## src/rtl/logic_unit_sequencer.sv

```systemverilog
// Sweeps the operand ROM and drives the OR / AND / NAND logic unit, registering
// each result to the LEDs with either an automatic dwell or manual stepping.
module logic_unit_sequencer #(
    parameter int ADDR_W      = 4,
    parameter int NUM_ENTRIES = 8,
    parameter int DWELL       = 50000000
) (
    input  logic              clk,
    input  logic              reset_n,
    input  logic              start,
    input  logic              abort,
    input  logic              step,
    input  logic              auto_mode,
    output logic [ADDR_W-1:0] rom_addr,
    input  logic [15:0]       rom_data,
    output logic [7:0]        op_a,
    output logic [7:0]        op_b,
    output logic [2:0]        switches,
    input  logic [7:0]        result,
    output logic [7:0]        led,
    output logic              result_valid,
    output logic              busy,
    output logic              done
);

    localparam logic [2:0] S_IDLE  = 3'd0;
    localparam logic [2:0] S_FETCH = 3'd1;
    localparam logic [2:0] S_WAIT  = 3'd2;
    localparam logic [2:0] S_LOAD  = 3'd3;
    localparam logic [2:0] S_EXEC  = 3'd4;
    localparam logic [2:0] S_SHOW  = 3'd5;
    localparam logic [2:0] S_NEXT  = 3'd6;
    localparam logic [2:0] S_DONE  = 3'd7;

    localparam int              CNT_W      = (DWELL > 1) ? $clog2(DWELL) : 1;
    localparam logic [CNT_W-1:0] DWELL_LAST = CNT_W'(DWELL - 1);
    localparam logic [ADDR_W-1:0] LAST_ADDR = ADDR_W'(NUM_ENTRIES - 1);

    logic [2:0]        state_q, state_d;
    logic [ADDR_W-1:0] addr_q, addr_d;
    logic [1:0]        op_idx_q, op_idx_d;
    logic [CNT_W-1:0]  dwell_q, dwell_d;
    logic [7:0]        op_a_q, op_a_d;
    logic [7:0]        op_b_q, op_b_d;
    logic [2:0]        sw_q, sw_d;
    logic [7:0]        led_q, led_d;
    logic              rv_q, rv_d;

    function automatic logic [2:0] opcode(input logic [1:0] idx);
        case (idx)
            2'd0:    opcode = 3'b010;
            2'd1:    opcode = 3'b011;
            default: opcode = 3'b100;
        endcase
    endfunction

    always_comb begin
        state_d  = state_q;
        addr_d   = addr_q;
        op_idx_d = op_idx_q;
        dwell_d  = dwell_q;
        op_a_d   = op_a_q;
        op_b_d   = op_b_q;
        led_d    = led_q;
        rv_d     = 1'b0;

        if (abort) begin
            state_d = S_IDLE;
        end else begin
            case (state_q)
                S_IDLE, S_DONE: begin
                    if (start) begin
                        state_d  = S_FETCH;
                        addr_d   = '0;
                        op_idx_d = '0;
                    end
                end
                S_FETCH: state_d = S_WAIT;
                S_WAIT:  state_d = S_LOAD;
                S_LOAD: begin
                    op_a_d  = rom_data[15:8];
                    op_b_d  = rom_data[7:0];
                    state_d = S_EXEC;
                end
                S_EXEC: begin
                    led_d   = result;
                    rv_d    = 1'b1;
                    dwell_d = '0;
                    state_d = S_SHOW;
                end
                S_SHOW: begin
                    // Manual mode freezes the dwell count so a switch back to auto resumes it
                    if (auto_mode) begin
                        if (dwell_q == DWELL_LAST) begin
                            state_d = S_NEXT;
                        end else begin
                            dwell_d = dwell_q + 1'b1;
                        end
                    end else if (step) begin
                        state_d = S_NEXT;
                    end
                end
                S_NEXT: begin
                    if (op_idx_q < 2'd2) begin
                        op_idx_d = op_idx_q + 1'b1;
                        state_d  = S_EXEC;
                    end else begin
                        op_idx_d = '0;
                        if (addr_q == LAST_ADDR) begin
                            state_d = S_DONE;
                        end else begin
                            addr_d  = addr_q + 1'b1;
                            state_d = S_FETCH;
                        end
                    end
                end
                default: state_d = S_IDLE;
            endcase
        end

        // Opcode is registered so it is stable for the whole EXEC cycle
        sw_d = ((state_d == S_EXEC) || (state_d == S_SHOW)) ? opcode(op_idx_d) : 3'b000;
    end

    always_ff @(posedge clk) begin
        if (!reset_n) begin
            state_q  <= S_IDLE;
            addr_q   <= '0;
            op_idx_q <= '0;
            dwell_q  <= '0;
            op_a_q   <= '0;
            op_b_q   <= '0;
            sw_q     <= '0;
            led_q    <= '0;
            rv_q     <= 1'b0;
        end else begin
            state_q  <= state_d;
            addr_q   <= addr_d;
            op_idx_q <= op_idx_d;
            dwell_q  <= dwell_d;
            op_a_q   <= op_a_d;
            op_b_q   <= op_b_d;
            sw_q     <= sw_d;
            led_q    <= led_d;
            rv_q     <= rv_d;
        end
    end

    assign rom_addr     = addr_q;
    assign op_a         = op_a_q;
    assign op_b         = op_b_q;
    assign switches     = sw_q;
    assign led          = led_q;
    assign result_valid = rv_q;
    assign busy         = (state_q != S_IDLE) && (state_q != S_DONE);
    assign done         = (state_q == S_DONE);

endmodule
```

## config.mk

```make
export PLATFORM = sky130hd
export DESIGN_NAME = logic_unit_sequencer
export DESIGN_NICKNAME = d
export VERILOG_FILES = /design/src/rtl/logic_unit_sequencer.sv
export SDC_FILE = /design/constraint.sdc
export NUM_CORES = 1
export LEC_CHECK = 0
export BUFFER_PORTS_ARGS = -buffer_cell sky130_fd_sc_hd__buf_2
export CORE_UTILIZATION = 41
export CTS_BUF_LIST = sky130_fd_sc_hd__clkbuf_4 sky130_fd_sc_hd__clkbuf_8 sky130_fd_sc_hd__clkbuf_16
export DETAILED_ROUTE_END_ITERATION = 8
export GPL_TIMING_DRIVEN = 0
export PLACE_DENSITY = 0.74
export REMOVE_ABC_BUFFERS = 1
export SKIP_CTS_REPAIR_TIMING = 1
export SYNTH_ARGS = -nofsm -noshare
export SYNTH_HDL_FRONTEND = slang
export SYNTH_SLANG_ARGS = --single-unit
```

## constraint.sdc

```tcl
create_clock -name clk -period 4.4 [get_ports clk]
set_clock_uncertainty 0.05 [all_clocks]
set_input_delay 0.22 -clock clk [delete_from_list [all_inputs] [get_ports clk]]
set_output_delay 0.22 -clock clk [all_outputs]
set_load 0.005 [all_outputs]
```

==> impl_results.md, run 1 <==
- GRT Util Overall: 0.184
- Final setup violation count: 0
- CP Depth: 5
- H-tree Lvls: 3
- Reg2reg path depth: 5
- WL/cell: about 13 µm
- Total routed wirelength: around 6700 µm
- Crit-path leading delay family: simple AND/OR/NAND/NOR gates
- DP HPWL: around 4600 µm
- Type of origin of the critical path: flop
- Leading post-synthesis cells by cell area: dfxtp_1 42%, nand2_1 8.8%, a21boi_0 6.3%
- Sink Count: 63
- Vias: ~2800
- Detailed Routing Iterations Pass 1: 5
- RSZ-0062 raised after global routing: false
- Initial antenna violation count: 0
- CTS root buf: clkbuf_8
- Critical Path End Type: flop
- Sw Pwr: around 280 µW
- Clock latency on the worst-skew pair: between 0.3 and 0.4 ns
- Clk slew on worst S/H paths: 0.08 ns
- Starting Density: 0.432
- Yosys cell types: 46
- Commonest non-fill, non-tap cell in the layout: nand2_1
- CP peak stage delay: between 0.5 and 0.6 ns
- GR Overflow Total: 0
- Switching Share: 0.247
- Combinational share of power: 0.037
- Flop2flop setup slack: 1.77 ns
- Antenna Nets Post-Route: 0
- Post-synth top flop: dfxtp_1
- Row cnt: 30
- Pins Over Slew Limit: 0
- Number of global-route vias before repair: about 2500
- Outcome: finished clean
- Syn. warnings: 0
- CTS Buf Count: 9
- Post-synth EDFFs: 0
- Ratio of cells with drive above 1 in the final layout: 0.200
- Clock power frac: 0.459
- # port buffers: 63
- Syn Std Cell Area: between 2000 and 3000 µm²
- Asr flop ratio synth: 0
- Die height: about 87 µm
- Internal cell power: around 860 µW
- Worst min path class: primary input to flop
- Pleak: approximately 0.0013 µW
- Clk buf depth: 2
- Worst EP arrival: 2.85 ns
- Worst Tran Pin Value: ~0.95 ns
- Min-Delay Path Depth: 3
- Synth Register Bits: 63
- Max_cap viols: 0
- Crit path cell chain: or3b_1 > or2_1 > a311o_1 > or4_1 > a21oi_1
- DIE AREA: 7610 µm²
- Wire length of the first global-routing pass: ~11000 µm
- Diodes inserted: 0
- CTS tree: done
- Avg Inst Size Synth: about 8.1 µm²
- Initial drt markers: 220
- Worst VDD drop: 0.000255 V
- Crit path kind: flop to flop
- Layout Utilization: 0.511
- Register area share after synthesis: 0.423
- CP max stage cell: dfxtp_1
- Power density over the cells: between 300 and 400 nW/µm²
- Most frequent cells in the layout: 70 x nand2_1, 63 x dfxtp_1, 63 x buf_2
- Max Fclk: between 300 and 400 MHz
- Layout area overhead: 18.3%
- Final hold vios: 0
- Post-route setup TNS: 0 ns
- Via density: about 5.3
- Mapped Cells: approximately 370
- Final nets: ~450
- Worst Path Buf+Inv: 0
- Core box area: just under 7000 µm²
- Pin count of the biggest net entering global routing: 32
- Tcrit/Tclk final: 0.597
- Sequential share of power: 0.504
- CP required: approximately 4.6 ns
- Fin crit period: 2.63 ns
- Worst Path Max Fanout: 16
- Synth area leader: dfxtp_1
- I/O pins: 64
- DRC errors left: 0
- Yosys top cell area share: 0.423
- Die W: 87.3 µm
- Max_slew headroom: 0.361
- RD Place Congestion: roughly 0.81
cell families (layout without fill, tap and decap cells):
kind of cell / count (synthesis) / in the layout / synth area share
fa+ha+maj: 2 / 2 / 0.00839
xor+xnor: 11 / 11 / 0.0323
flops: 63 / 63 / 0.423
buf+inv: 29 / 86 / 0.0411
simple gates: 182 / 182 / 0.314
compound gates: 77 / 77 / 0.171
mux: 3 / 3 / 0.0101
worst reg2reg max path, cell delays in order (launching register included):
cell and delay, ns:
dfxtp_1 0.58, or3b_1 0.43, or2_1 0.42, a311o_1 0.48, or4_1 0.45, a21oi_1 0.14
routing by layer:
| metal | global-route usage | share of wire | routed length (µm) | vias up |
|---|---|---|---|---|
| li1 | - | - | - | 1402 |
| met1 | 0.236 | 0.46 | 3030 | 1270 |
| met2 | 0.287 | 0.46 | 3050 | 84 |
| met3 | 0.0720 | 0.073 | 487 | 8 |
| met4 | 0.0522 | 0.013 | 84 | 0 |
| met5 | 0 | 0 | 0 | - |
power groups by stage:
stage,combinational [µW],clock [µW],sequential [µW]
floorplan,17.9,0,587
global placement,41.0,0,588
detailed placement,41.8,0,588
CTS,42.0,532,574
global route,46.7,557,575
finish,41.8,523,574
layout make-up:
cell class / instances / area (µm²)
Clock buffer: 9 / 124
Clock inverter: 7 / 77.6
Fill cell: 703 / 3380
Inverter: 7 / 26.3
Multi-Input combinational cell: 275 / 1600
Sequential cell: 63 / 1260
Tap cell: 96 / 120
Timing Repair Buffer: 63 / 315
per-stage QoR:
| stage | instances | total power (µW) | hold slack, ns | setup WS (ns) | instance area [µm²] |
|---|---|---|---|---|---|
| floorplan | 345 | 605 | 0.292 | 2.13 | 2880 |
| global placement | 504 | 629 | 0.398 | 1.86 | 3320 |
| detailed placement | 504 | 630 | 0.404 | 1.80 | 3320 |
| CTS | 520 | 1150 | 0.0508 | 1.78 | 3530 |
| global route | 520 | 1180 | 0.0568 | 1.59 | 3530 |
| finish | 520 | 1140 | 0.0583 | 1.77 | 3530 |
synthesized netlist by cell type, types with 2 or more instances:
master,number
and3_1,6
or3_1,10
a211oi_1,3
nor3_1,8
clkbuf_1,15
or4_1,4
xnor2_1,8
dfxtp_1,63
nand3_1,13
nand4_1,7
a21boi_0,25
ha_1,2
inv_1,7
a31oi_1,5
o31ai_1,7
xor2_1,3
nand2b_1,8
nand2_1,70
o21ai_0,14
nor2_1,24
a21oi_1,14
o211ai_1,3
nor3b_1,3
and2_1,4
mux2i_1,3
nor2b_1,4
nor4_1,3
and4_1,5
nor4b_1,5
buf_2,5
final timing paths:
path,start,endpoint
max,state_q[2],dwell_q[17]
min,rom_data[1],op_b[1]
max reg2reg,state_q[2],dwell_q[17]
min reg2reg,op_b[6],op_b[6]
flip-flops by register name (all words and copies together) (netlist names):
signal,count
op_a,8
rom_addr,4
dwell_q,26
op_idx_q,2
state_q,3
result_valid,1
op_b,8
led,8
switches,3
Note: power is estimated with default switching activity, not from simulation.
==> run 2, diff against run 1 <==
ABC_AREA = 1   (was unset)
PLACE_DENSITY = 0.73   (was 0.74)
clock period = 2.6 ns   (was 4.4 ns; I/O delays follow)
==> impl_results.md, run 2 <==
- Flop2flop setup slack: between 0.3 and 0.4 ns
- Power density over the cells: between 500 and 600 nW/µm²
- Failing checks: hold timing
- Avg Inst Size Synth: about 6.3 µm²
- Final hold vios: 1
- Reg2reg path depth: 11
- Most frequent cells in the layout: 142 x nand2_1, 108 x nor2_1, 63 x dfxtp_1, 63 x buf_2, 53 x inv_1
- Yosys top cell area share: 0.374
- Synth area leader: dfxtp_1
- Commonest non-fill, non-tap cell in the layout: nand2_1
- Worst Path Max Fanout: 25
- Register area share after synthesis: 0.374
- Combinational share of power: 0.064
- Max_cap viols: 0
- Type of origin of the critical path: flop
- RR Endpoint: dwell_q[25]
- Number of global-route vias before repair: between 3000 and 4000
- Reg with most FFs: dwell_q
- Internal cell power: between 1500 and 2000 µW
- CP required: 2.80 ns
- CTS tree: done
- Storage element area: approximately 1300 µm²
- Switching Share: 0.236
- Core box area: roughly 8000 µm²
- I/O pins: 64
- DP HPWL: roughly 5800 µm
- CP max stage cell: dfxtp_1
- Final setup violation count: 0
- Initial antenna violation count: 0
- Initial drt markers: 253
- Leading post-synthesis cells by cell area: dfxtp_1 37%, nand2_1 16%, nor2_1 12%
- # port buffers: 63
- CTS root buf: clkbuf_8
- DRC errors left: 0
- H-tree Lvls: 3
- CP peak stage delay: about 0.42 ns
- Most frequent cell after synthesis: nand2_1
- WL/cell: ~12 µm
- Dpl cells: approximately 700
- Post-route setup TNS: 0 ns
- Vias: roughly 3600
- Sink Count: 63
- Starting Density: 0.430
- Final Cell Area: around 4100 µm²
- Crit path kind: flop to flop
- Mapped Cells: around 530
- Diodes inserted: 0
- Clk buf depth: 2
- CTS Buf Count: 9
- Area occupied by multi-input gates: between 1500 and 2000 µm²
- Wire length of the first global-routing pass: between 10000 and 15000 µm
- Asr flop ratio synth: 0
- Total routed wirelength: 8610 µm
- Worst min path class: primary input to flop
- Worst Path Buf+Inv: 1
- Max FFs per register: 26
- Detailed Routing Iterations Pass 1: 5
- Max Fclk: roughly 450 MHz
- RSZ-0062 raised after global routing: false
- GRT Util Overall: 0.202
- Crit-path leading delay family: simple AND/OR/NAND/NOR gates
- Layout area overhead: 21.5%
- Post-route insts no fill: slightly above 700
- Die height: 92.7 µm
- Pins Over Slew Limit: 0
- Worst Tran Pin Value: around 1.1 ns
- Tcrit/Tclk final: 0.848
- Worst path most repeated cell: nand2_1
- Sw Pwr: between 400 and 500 µW
- CP Depth: 11
- Reg2reg start: dwell_q[0]
- Max_slew headroom: 0.290
- Worst EP arrival: about 2.4 ns
- DIE AREA: 8590 µm²
- Filler cells: a little under 800
- Fin crit period: between 2 and 2.5 ns
- Post-synth top flop: dfxtp_1
- Ratio of cells with drive above 1 in the final layout: 0.163
- Final nets: between 600 and 700
- Total Power: around 2100 µW
- Antenna Nets Post-Route: 0
- Sequential share of power: 0.470
- Worst VDD drop: 0.000322 V
- Yosys cell types: 32
- Post-synth EDFFs: 0
- Row cnt: 32
- Placed inst area: 3720 µm²
- Clk slew on worst S/H paths: roughly 0.080 ns
- Synth Register Bits: 63
- Pleak: between 0.0015 and 0.002 µW
- Hold_ws: -0.0142 ns
- Critical Path Sink: dwell_q[25]
- Critical Path End Type: flop
- Via density: ~5.1
- Commonest cells post-synth: 142 x nand2_1, 108 x nor2_1, 63 x dfxtp_1
- Syn Std Cell Area: about 3400 µm²
- Clock latency on the worst-skew pair: roughly 0.34 ns
- Die W: slightly above 90 µm
- Crit path cell chain: ha_1 > nand3_2 > inv_2 > nand2_1 > nor2_2 > nand2_1 > nand2_2 > nand2_4 > nand2_8 > nand2_1 > a21oi_2
- Clock power frac: 0.466
- Pin count of the biggest net entering global routing: 30
- Syn. warnings: 0
- Outcome: complete, but fails checks
- Crit path launch: dwell_q[0]
- RD Place Congestion: approximately 0.86
- GR Overflow Total: 0
==> run 2: changes by cell type in the layout (fill, tap and decap cells not counted), moves of 7 or more <==
cell | previous run | this run
nor2_1 | 24 | 108
nand2_1 | 70 | 142
inv_1 | 7 | 53
a21boi_0 | 25 | 0
nand3_1 | 13 | 34
a21oi_1 | 14 | 33
o21ai_0 | 14 | 32
dlygate4sd3_1 | 0 | 13
or3_1 | 10 | 0
nand2b_1 | 8 | 0
o31ai_1 | 7 | 0
==> run 2: cell families after synthesis <==
logic type,after synthesis,share of synthesized area
adder cells (fa/ha/maj),2,0.00742
AO/OA/AOI/OAI,78,0.127
XOR/XNOR,9,0.0234
buffers and inverters,72,0.0883
AND/OR/NAND/NOR,308,0.380
flip-flops,63,0.374
==> run 2: worst register-to-register path, cell delays in order (launching register included) <==
cell and delay [ns]:
dfxtp_1 0.42, ha_1 0.33, nand3_2 0.17, inv_2 0.12
nand2_1 0.07, nor2_2 0.13, nand2_1 0.08, nand2_2 0.10
nand2_4 0.18, nand2_8 0.24, nand2_1 0.10, a21oi_2 0.14
==> run 2: power groups by stage <==
| stage | clock network (µW) | registers, µW | logic (µW) |
|---|---|---|---|
| final | 974 | 983 | 133 |
| after global routing | 1030 | 984 | 148 |
| after CTS | 996 | 981 | 116 |
| after detailed placement | 0 | 1000 | 116 |
| after global placement | 0 | 1000 | 114 |
| after floorplan | 0 | 1000 | 62.0 |
==> run 2: layout make-up <==
class,count,share of cell area
clock buffer,10,0.0336
multi-input combinational,397,0.446
clock inverter,6,0.0226
timing repair buffer,76,0.109
sequential,63,0.308
tap,102,0.0312
inverter,55,0.0504
==> run 2: worst min-delay path by stage <==
stage,from,end,slack (ns),depth (start not counted)
after floorplan,rom_data[8],op_a[0],0.21,2
after global placement,rom_data[1],op_b[1],0.30,3
after detailed placement,rom_data[15],op_a[7],0.31,3
after CTS,rom_data[15],op_a[7],-0.05,3
after global routing,rom_data[10],op_a[2],0.0009,3
final,rom_data[10],op_a[2],-0.01,3
==> run 2: through the flow <==
stage	hold WS (ns)	worst slack, ns	utilization
after floorplan	0.215	0.568	-
after global placement	0.302	-0.127	0.474
after detailed placement	0.308	-0.0865	0.474
after CTS	-0.0483	-0.120	0.504
after global routing	0.000851	0.206	0.522
final	-0.0142	0.394	0.522
==> run 2: per-layer routing <==
layer,share of wire,GRT usage,up-vias
met2,0.46,0.334,149
met1,0.45,0.255,1624
met4,0.012,0.0821,0
li1,-,-,1817
met5,0,0,-
met3,0.075,0.0452,11
==> run 3, diff against run 2 <==
clock period = 2.1 ns   (was 2.6 ns; I/O delays follow)
==> impl_results.md, run 3 (same netlist as run 2, synthesis figures left out) <==
- Final hold vios: 0
- Crit path cell chain: ha_4 > nand3_2 > inv_2 > nand2_1 > nor2_2 > nand2_1 > nand2_2 > nand2_8 > nand2_4 > nand2_2 > a21oi_2
- Fin crit period: a little under 2 ns
- GR Overflow Total: 0
- Hold_sp: result[2]
- Power density over the cells: ~620 nW/µm²
- Pleak: ~0.0017 µW
- DRC errors left: 0
- Max Fclk: about 510 MHz
- Initial drt markers: roughly 230
- DIE AREA: 8590 µm²
- Final Cell Area: about 4200 µm²
- Post-route insts no fill: 713
- # port buffers: 63
- Reg2reg path depth: 11
- H-tree Lvls: 3
- Most frequent cells in the layout: 142 x nand2_1, 108 x nor2_1, 63 x buf_2
- Crit-path leading delay family: simple AND/OR/NAND/NOR gates
- Type of origin of the critical path: flop
- Worst min path class: primary input to flop
- RSZ-0062 raised after global routing: false
- CTS tree: done
- Final setup violation count: 0
- Diodes inserted: 0
- RD Place Congestion: around 0.86
- Dpl cells: between 600 and 700
- Outcome: finished clean
- Storage element area: approximately 1300 µm²
- Hold_ws: approximately 0.0038 ns
- Clock latency on the worst-skew pair: roughly 0.34 ns
- CP required: approximately 2.3 ns
- Vias: about 3700
- Core box area: ~8000 µm²
- Pins Over Slew Limit: 0
- Die height: slightly above 90 µm
- Clk buf depth: 2
- Critical Path End Type: flop
- Reg2reg start: dwell_q[0]
- Via density: approximately 5.2
- WL/cell: about 13 µm
- Commonest non-fill, non-tap cell in the layout: nand2_1
- Max_slew headroom: 0.280
- GRT Util Overall: 0.202
- Pin count of the biggest net entering global routing: 30
- Number of global-route vias before repair: 3282
- RR Endpoint: dwell_q[19]
- DP HPWL: between 5000 and 6000 µm
- Total routed wirelength: 8970 µm
- Placed inst area: between 3000 and 4000 µm²
- Worst Path Buf+Inv: 1
- Filler cells: about 760
- Clk slew on worst S/H paths: ~0.07 ns
- Flop2flop setup slack: roughly 0.14 ns
- Max FFs per register: 26
- Metal-1 WL: 3940 µm
- Metal3 WL: 755 µm
- Tcrit/Tclk final: 0.935
- Die W: ~93 µm
- Detailed Routing Iterations Pass 1: 5
- Antenna Nets Post-Route: 0
- Row cnt: 32
- Wire length of the first global-routing pass: 14100 µm
- Starting Density: 0.430
- Final nets: 638
- I/O pins: 64
- Total Power: ~2600 µW
- Worst VDD drop: roughly 0.0004 V
- Crit path launch: dwell_q[0]
- Area occupied by multi-input gates: 1880 µm²
- Min-Delay Path Depth: 3
- Reg with most FFs: dwell_q
- Worst EP arrival: approximately 2.2 ns
- CP max stage cell: dfxtp_2
- Layout area overhead: 23.7%
- DR top layer: met4
- Initial antenna violation count: 0
- CTS Buf Count: 9
- Worst Path Max Fanout: 22
- Sink Count: between 60 and 70
- Ratio of cells with drive above 1 in the final layout: 0.170
- CTS root buf: clkbuf_8
- Max_cap viols: 0
- CP peak stage delay: around 0.40 ns
- Worst Tran Pin Value: 1.08 ns
- Crit path kind: flop to flop
- Worst Hold End: led[2]
- DR WL met2: between 4000 and 5000 µm
-- run 3: cell count changes in the layout (fill, tap and decap cells not counted), sizes merged --
cell         previous run  this run
dlygate4sd3            13        15
nand2                 147       148
nand3                  36        37
-- run 3: worst register-to-register path, delay by kind of cell, from the launching register on --
| kind | cells | cell delay (ns) |
|---|---|---|
| AO/OA/AOI/OAI | 1 | 0.13 |
| adder cells (fa/ha/maj) | 1 | 0.20 |
| buffers and inverters | 1 | 0.12 |
| flip-flops | 1 | 0.40 |
| AND/OR/NAND/NOR | 8 | 0.98 |
-- run 3: report_power, final --
| part | internal (µW) | total (µW) | switching [µW] |
|---|---|---|---|
| Combinational | 69.6 | 177 | 108 |
| Sequential | 1210 | 1220 | 13.1 |
| Clock | 707 | 1210 | 501 |
-- run 3: worst max path at each step --
stage          slack [ns]  cells past startpoint          end
6_report             0.14                     11  dwell_q[19]
5_1_grt             0.001                      7      op_b[1]
4_1_cts             -0.62                      6  dwell_q[25]
3_5_place_dp        -0.59                      6  dwell_q[25]
3_3_place_gp        -0.63                      7   dwell_q[1]
2_1_floorplan        0.07                      7   dwell_q[1]
-- run 3: layer usage --
| metal | global-route usage | vias to the layer above |
|---|---|---|
| met1 | 0.255 | 1649 |
| met2 | 0.334 | 172 |
| met3 | 0.0452 | 16 |
| li1 | - | 1838 |
| met5 | 0 | - |
| met4 | 0.0821 | 0 |
-- run 3: through the flow --
stage | TNS, ns | utilization | worst slack, ns
floorplan | 0 | - | 0.0678
global placement | -15.18 | 0.474 | -0.627
detailed placement | -14.16 | 0.474 | -0.586
CTS | -14.98 | 0.504 | -0.620
global route | 0 | 0.532 | 0.00120
finish | 0 | 0.532 | 0.137
-- run 3: final cells by class --
| type | count | area share |
|---|---|---|
| multi-input combinational | 399 | 0.450 |
| clock inverter | 6 | 0.0222 |
| clock buffer | 10 | 0.0330 |
| tap | 102 | 0.0306 |
| timing repair buffer | 78 | 0.112 |
| inverter | 55 | 0.0501 |
| sequential | 63 | 0.303 |
